`config.mk`:
```
export PLATFORM = sky130hd
export DESIGN_NAME = hazard_control_unit
export DESIGN_NICKNAME = d
export VERILOG_FILES = /design/src/rtl/hazard_pkg.sv /design/src/rtl/hazard_control_unit_sat_counter.sv /design/src/rtl/hazard_control_unit.sv
export SDC_FILE = /design/constraint.sdc
export NUM_CORES = 1
export LEC_CHECK = 0
export ABC_AREA = 1
export CORE_UTILIZATION = 29
export DETAILED_ROUTE_END_ITERATION = 7
export HOLD_SLACK_MARGIN = 0.1
export SLEW_MARGIN = 25
export SYNTH_ARGS = -nofsm -noshare
export SYNTH_HDL_FRONTEND = slang
export SYNTH_SLANG_ARGS = --single-unit
```
`constraint.sdc`:
```
create_clock -name clk -period 3.1 [get_ports clk]
set_clock_uncertainty 0.1 [all_clocks]
set_input_delay 0.465 -clock clk [delete_from_list [all_inputs] [get_ports clk]]
set_output_delay 0.465 -clock clk [all_outputs]
set_load 0.01 [all_outputs]
```
`src/rtl/hazard_pkg.sv`:
```
// Shared types and defaults for the pipeline hazard controller.
package hazard_pkg;

  localparam int REG_ADDR_W_DEF = 3;

  typedef enum logic {
    RUN      = 1'b0,
    MEM_WAIT = 1'b1
  } state_t;

endpackage

```
`src/rtl/hazard_control_unit_sat_counter.sv`:
```
// Saturating up-counter used for the stall and flush performance counters.
module sat_counter #(
  parameter int WIDTH = 16
) (
  input  logic             clk,
  input  logic             rst,
  input  logic             inc,
  output logic [WIDTH-1:0] count
);

  always_ff @(posedge clk or posedge rst) begin
    if (rst) begin
      count <= '0;
    end else if (inc && (count != '1)) begin
      count <= count + 1'b1;
    end
  end

endmodule

```
`src/rtl/hazard_control_unit.sv`:
```
// Pipeline hazard controller: memory freeze, taken-branch flush and load-use stall,
// with saturating stall/flush performance counters.
module hazard_control_unit
  import hazard_pkg::*;
#(
  parameter int REG_ADDR_W = REG_ADDR_W_DEF,
  parameter int CNT_W      = 16,
  parameter int TIMEOUT    = 255
) (
  input  logic                  clk,
  input  logic                  rst,
  input  logic [REG_ADDR_W-1:0] id_rs,
  input  logic [REG_ADDR_W-1:0] id_rt,
  input  logic                  id_usesRs,
  input  logic                  id_usesRt,
  input  logic                  ID_EX_memRead,
  input  logic [REG_ADDR_W-1:0] ID_EX_Rt,
  input  logic                  EX_branchTaken,
  input  logic                  EX_MEM_memRead,
  input  logic                  EX_MEM_memWrite,
  input  logic                  mem_ack,
  output logic                  mem_req,
  output logic                  pcWrite,
  output logic                  IF_ID_write,
  output logic                  IF_ID_flush,
  output logic                  ID_EX_write,
  output logic                  ID_EX_bubble,
  output logic                  EX_MEM_write,
  output logic                  MEM_WB_bubble,
  output logic                  mem_timeout,
  output logic [CNT_W-1:0]      stallCount,
  output logic [CNT_W-1:0]      flushCount
);

  localparam int WAIT_W = $clog2(TIMEOUT + 1);
  localparam logic [WAIT_W-1:0] WAIT_MAX  = WAIT_W'(TIMEOUT);
  localparam logic [WAIT_W-1:0] WAIT_LAST = WAIT_W'(TIMEOUT - 1);

  state_t            state;
  logic [WAIT_W-1:0] wait_cnt;
  logic              mem_access;
  logic              freeze;
  logic              load_use;

  assign mem_access = EX_MEM_memRead | EX_MEM_memWrite;
  assign freeze     = (state == MEM_WAIT) ? ~mem_ack : (mem_access & ~mem_ack);
  assign load_use   = ID_EX_memRead &
                      ((id_usesRs & (id_rs == ID_EX_Rt)) |
                       (id_usesRt & (id_rt == ID_EX_Rt)));

  always_comb begin
    mem_req       = (state == MEM_WAIT) | mem_access;
    pcWrite       = 1'b1;
    IF_ID_write   = 1'b1;
    IF_ID_flush   = 1'b0;
    ID_EX_write   = 1'b1;
    ID_EX_bubble  = 1'b0;
    EX_MEM_write  = 1'b1;
    MEM_WB_bubble = 1'b0;
    if (freeze) begin
      pcWrite       = 1'b0;
      IF_ID_write   = 1'b0;
      ID_EX_write   = 1'b0;
      EX_MEM_write  = 1'b0;
      MEM_WB_bubble = 1'b1;
    end else if (EX_branchTaken) begin
      // ID instruction is squashed, so any load-use hazard it carries is moot
      IF_ID_flush  = 1'b1;
      ID_EX_bubble = 1'b1;
    end else if (load_use) begin
      pcWrite      = 1'b0;
      IF_ID_write  = 1'b0;
      ID_EX_bubble = 1'b1;
    end
  end

  always_ff @(posedge clk or posedge rst) begin
    if (rst) begin
      state       <= RUN;
      wait_cnt    <= '0;
      mem_timeout <= 1'b0;
    end else begin
      case (state)
        RUN: begin
          wait_cnt <= '0;
          if (mem_access && !mem_ack) state <= MEM_WAIT;
        end
        MEM_WAIT: begin
          if (mem_ack) begin
            state    <= RUN;
            wait_cnt <= '0;
          end else begin
            if (wait_cnt != WAIT_MAX) wait_cnt <= wait_cnt + 1'b1;
            // flag is sticky; the freeze keeps going regardless
            if (wait_cnt >= WAIT_LAST) mem_timeout <= 1'b1;
          end
        end
        default: begin
          state    <= RUN;
          wait_cnt <= '0;
        end
      endcase
    end
  end

  sat_counter #(.WIDTH(CNT_W)) u_stall_cnt (
    .clk   (clk),
    .rst   (rst),
    .inc   (~pcWrite),
    .count (stallCount)
  );

  sat_counter #(.WIDTH(CNT_W)) u_flush_cnt (
    .clk   (clk),
    .rst   (rst),
    .inc   (IF_ID_flush),
    .count (flushCount)
  );

endmodule

```
Yosys cells after proc, flatten, opt, wreduce, memory -nomap -nowiden

Index checks and enable logic that the tools add are counted.

Multiplexer cells: 17
Bitwise logic cells: 10
$lt $le $gt $ge: 1
Equality and inequality tests: 6
Add/sub/neg operators: 3
Reduce and logical (&&, ||, !) cells: 5

Operators by type and width:

| cell                                                      | count |
|---|---|
| adder 16 x 1 -> 16 bit (second input constant)            | 2 |
| inequality test 16 bit (second input constant)            | 2 |
| 2-to-1 mux 8 bit                                          | 2 |
| one-hot mux 8 bit (2 select lines)                        | 1 |
| 2-to-1 mux 1 bit                                          | 13 |
| adder 8 x 1 -> 8 bit (second input constant)              | 1 |
| greater-or-equal comparator 8 bit (second input constant) | 1 |
| inequality test 8 bit (second input constant)             | 1 |
| equality test 3 bit                                       | 2 |
| bitwise AND 1 bit                                         | 4 |
| logical AND 1 bit                                         | 3 |
| inequality test 3 x 2 -> 1 bit (second input constant)    | 1 |
| NOT 1 bit                                                 | 3 |
| OR 1 bit                                                  | 3 |
| AND reduction 3 bit                                       | 1 |
| one-hot mux 1 bit (2 select lines)                        | 1 |
| logical NOT 1 bit                                         | 1 |

Output and inout port bits: 41
Flip-flop bits (word level): 42
Logic and storage cells: 47
Bits of input ports: 18

Logic depth before layout (Yosys ltp)

Depth after elaboration: 9
Mapped depth: 12
Depth with buffers taken out: 11

Modules after synthesis

Synthesis repeated with hierarchy kept, for this count alone.

Cell total of the unflattened synthesis: 412
Area total of the unflattened synthesis: 2870.3 um2

Modules (own cells, without submodules):

| module              | area each (um2) | cells each | instances | sequential area each (um2) |
|---|---|---|---|---|
| sat_counter         | 1069.8          | 150        | 2         | 400.4 |
| hazard_control_unit | 730.7           | 112        | 1         | 250.2 |

Worst setup path after synthesis

No wires, ideal clock.

Path type: input port to output port
From: in EX_MEM_memRead
To: out pcWrite
Path buffers: 2
Data required time: 2.535 ns
Slack: 1.034 ns
Cell stages on the path: 7
Arrival: 1.501 ns
Cell sequence: inv_1 > a31oi_2 > inv_2 > nand2_2 > buf_4 > inv_1 > buf_4

Longest elaborated chain between the ends: 4

RTL lines:

| element            | line                      | source |
|---|---|---|
| start: declaration | hazard_control_unit.sv:19 | `input logic EX_MEM_memRead,` |
| OR 1 bit           | hazard_control_unit.sv:45 | `assign mem_access = EX_MEM_memRead \| EX_MEM_memWrite;` |
| bitwise AND 1 bit  | hazard_control_unit.sv:46 | `assign freeze = (state == MEM_WAIT) ? ~mem_ack : (mem_access & ~mem_ack);` |
| 2-to-1 mux 1 bit   | hazard_control_unit.sv:46 |  |
| 2-to-1 mux 1 bit   | -                         |  |
| end: declaration   | hazard_control_unit.sv:23 | `output logic pcWrite,` |

No other way between the ends.

Final worst setup path

From: in ID_EX_Rt[1]
To: out ID_EX_bubble

Longest elaborated chain between the ends: 7
Elaborated cells on any way between the ends: 9
Those cells by class: eq/ne: 2; mux: 3; bitwise: 4

RTL lines:

| element                                | line                                                 | source |
|---|---|---|
| start: declaration                     | hazard_control_unit.sv:17                            | `input logic [REG_ADDR_W-1:0] ID_EX_Rt,` |
| equality test 3 bit (on tied branches) | hazard_control_unit.sv:48, hazard_control_unit.sv:49 |  |
| bitwise AND 1 bit (on tied branches)   | hazard_control_unit.sv:48, hazard_control_unit.sv:49 |  |
| OR 1 bit *                             | hazard_control_unit.sv:48                            | `((id_usesRs & (id_rs == ID_EX_Rt)) \|` |
| bitwise AND 1 bit *                    | hazard_control_unit.sv:47                            | `assign load_use = ID_EX_memRead &` |
| 2-to-1 mux 1 bit *                     | hazard_control_unit.sv:70                            | `end else if (load_use) begin` |
| 2-to-1 mux 1 bit *                     | hazard_control_unit.sv:66                            | `end else if (EX_branchTaken) begin` |
| 2-to-1 mux 1 bit *                     | hazard_control_unit.sv:60                            | `if (freeze) begin` |
| end: declaration                       | hazard_control_unit.sv:27                            | `output logic ID_EX_bubble,` |

Every way passes the cells marked *; elsewhere a longest branch is shown, timed or not.

==> summary.txt <==
GRT
  – First-pass GRT wire length: 9.77 mm
  – Initial antenna violation count: 0
  – Maximum number of pins on one net before global-route repair: 43
  – Vias in the first global route: 2140
  – Total grt overflow: 0
  – Total GRT Usage: between 10% and 20%

CTS
  – Postcts setup bufs: 0
  – CTS tree: done
  – Post_cts resized: 0
  – Root buf cell: clkbuf_8
  – # clock sinks: 42
  – Clock Path Buffers: 2
  – H-tree lvl count: 2
  – CTS Hold Bufs: 0
  – CTS buffer count: 5
  – Clock transition at the registers of the reported paths: around 0.090 ns
  – Clock latency at the later pin of the worst-skew pair: 0.30 ns

Synth
  – Mapped cell area: 2510 µm²
  – Syn Area/Cell: 7.44 µm²
  – Gate Count Post-Synth: between 300 and 400
  – Netlist cell types: 33
  – Yosys warning count: 0
  – Sequential fraction of the synthesis area: 41.9%
  – FF+latch count, synth: 42
  – Synthesized Nets: 359

Cells and area
  – Fin nets: 420
  – Filler Cells Inserted: 859
  – Most frequent cells in the layout: nand2_1, clkdlybuf4s50_1, inv_1
  – Antenna diodes: 0
  – Fin cells: 504
  – Design Area, Final: 3330 µm²
  – Layout cells sized above 1: 6.77%
  – Area delta synth->final: 32.9%
  – Most common cell after layout, fill and taps aside: nand2_1

Critical path
  – CP Launch Type: primary input
  – Reg-to-reg critical path endpoint: u_stall_cnt.count[13]
  – CP Class: in -> out
  – Maximum fanout along the worst path: 3
  – Crit path arrival time: approximately 2.1 ns
  – Cell count of the worst reg-to-reg path: 8
  – Worst path required time: 2.53 ns
  – Worst R2R Start: u_stall_cnt.count[0]
  – Setup slack, reg-to-reg: 0.83 ns
  – Critical Path End Type: output port

Drt
  – Drt total wl: about 5.7 mm
  – Via count: 2277
  – Initial DRC Count: 79
  – Wire per inst: 11.3 µm
  – DRC Markers: 0
  – Vias/cell: 4.52
  – Drt pass-1 iters: 4
  – Final ANT Viol Nets: 0

Floorplan
  – Die W: between 90 and 100 µm
  – Die area: 9020 µm²
  – Initial core utilization: 30.2%
  – Core area: around 8300 µm²
  – Row count: 33
  – Die Span Y: about 95 µm
  – IO Pins: 59

Placed design
  – Post-place instance area: 3190 µm²
  – Cell count after placement: between 400 and 500
  – HPWL Detailed: 4.20 mm
  – GP Congestion: 0.824
  – Input/output buffers: 58

STA
  – Ratio of final minimum period to clock period: between 80% and 90%
  – Final setup fails: 0
  – Slew @ Worst Pin: 0.624 ns
  – Fin crit period: about 2.6 ns
  – Slew margin rel.: between 50 and 60%
  – RSZ-0062 raised after global routing: false
  – Pins over their slew limit: 0
  – Fin Setup TNS: 0 ns
  – Peak Freq: 0.378 GHz
  – Final Hold Viols: 0

Min path
  – WHS Path Cells: 1
  – Worst Min Path Start: mem_timeout
  – Min-delay worst type: reg -> reg
  – Worst Hold End: mem_timeout

Power
  – PD cells: between 400 and 500 nW/µm²
  – Peak supply drop: 0.000447 V
  – Leakage: 0.00166 µW

Flow run
  – Max-Cap Viols: 0

Status
  – Run status: completed
==> power breakdown <==
part	switching, µW	total [µW]	internal, µW	leakage, µW
Sequential	92.6	707	615	0.000568
Combinational	181	397	216	0.00102
Clock	200	544	344	0.0000714
==> critical path: stages <==
cell and delay [ns]:
clkdlybuf4s50_1 0.50, inv_1 0.06, nand2_1 0.05, nand2_1 0.05
nor2_1 0.10, nand2_1 0.05, nand2_1 0.07, nand2_1 0.05
a21oi_1 0.12, clkdlybuf4s50_1 0.56
==> state kept, by name, summed over array words and instances (netlist names) <==
| name | cells |
|---|---|
| u_flush_cnt.count | 16 |
| mem_timeout | 1 |
| wait_cnt | 8 |
| u_stall_cnt.count | 16 |
| state | 1 |
==> worst max-delay path by stage <==
stage	cells past startpoint	start	slack (ns)	end
after floorplan	7	EX_MEM_memRead	1.03	pcWrite
after CTS	10	ID_EX_Rt[1]	0.45	ID_EX_bubble
after global routing	10	ID_EX_Rt[2]	0.23	ID_EX_bubble
after global placement	11	ID_EX_Rt[1]	0.48	IF_ID_write
final	10	ID_EX_Rt[1]	0.46	ID_EX_bubble
after detailed placement	10	ID_EX_Rt[1]	0.45	ID_EX_bubble
==> through the flow <==
step	hold slack (ns)	setup slack, ns	total power (µW)	utilization (%)
after global placement	0.371	0.479	1110	38.4
after floorplan	0.373	1.03	906	-
after CTS	0.394	0.450	1670	40.1
after global routing	0.424	0.231	1730	40.1
after detailed placement	0.370	0.454	1120	38.4
final	0.385	0.455	1650	40.1
==> final cells by class <==
type,count,area (µm²),area share (%)
Timing Repair Buffer,60,596,17.9
Multi-Input combinational cell,239,1220,36.7
Clock inverter,2,60.1,1.80
Inverter,50,188,5.64
Clock buffer,6,82.6,2.48
Tap cell,105,131,3.95
Sequential cell,42,1050,31.6
==> cell families (layout without fill, tap and decap cells) <==
family          count (synthesis)  count (layout)  synth area share (%)
flops                          42              42                  41.9
simple gates                  199             199                  35.6
fa+ha+maj                       4               4                  2.00
buf+inv                        56             118                  9.34
compound gates                 17              17                  4.49
xor+xnor                       19              19                  6.64
==> metal layers <==
layer	GRT usage, %	routed length [µm]	vias up
met5	0	0	-
met4	3.03	44	0
met3	2.50	180	5
met2	23.1	2740	41
met1	18.0	2720	1058
li1	-	-	1173
==> synth_stat cells, drive strengths merged <==
library cell	number	share of area (%)
nand2	112	18
inv	50	7.5
dfrtp	42	42
nand3	36	7.4
nor2	34	5.7
xor2	13	4.5
nand4	9	2.5
o21ai	8	1.6
buf	6	1.8
xnor2	6	2.1
nor3	5	1.6
ha	4	2.0
a31oi	2	0.75
a41oi	2	0.70
o211ai	2	0.60
a21oi	1	0.20
a2bb2oi	1	0.35
and2	1	0.25
nand3b	1	0.30
o21bai	1	0.30
or2	1	0.25
Power figures use the tool's default switching activity.
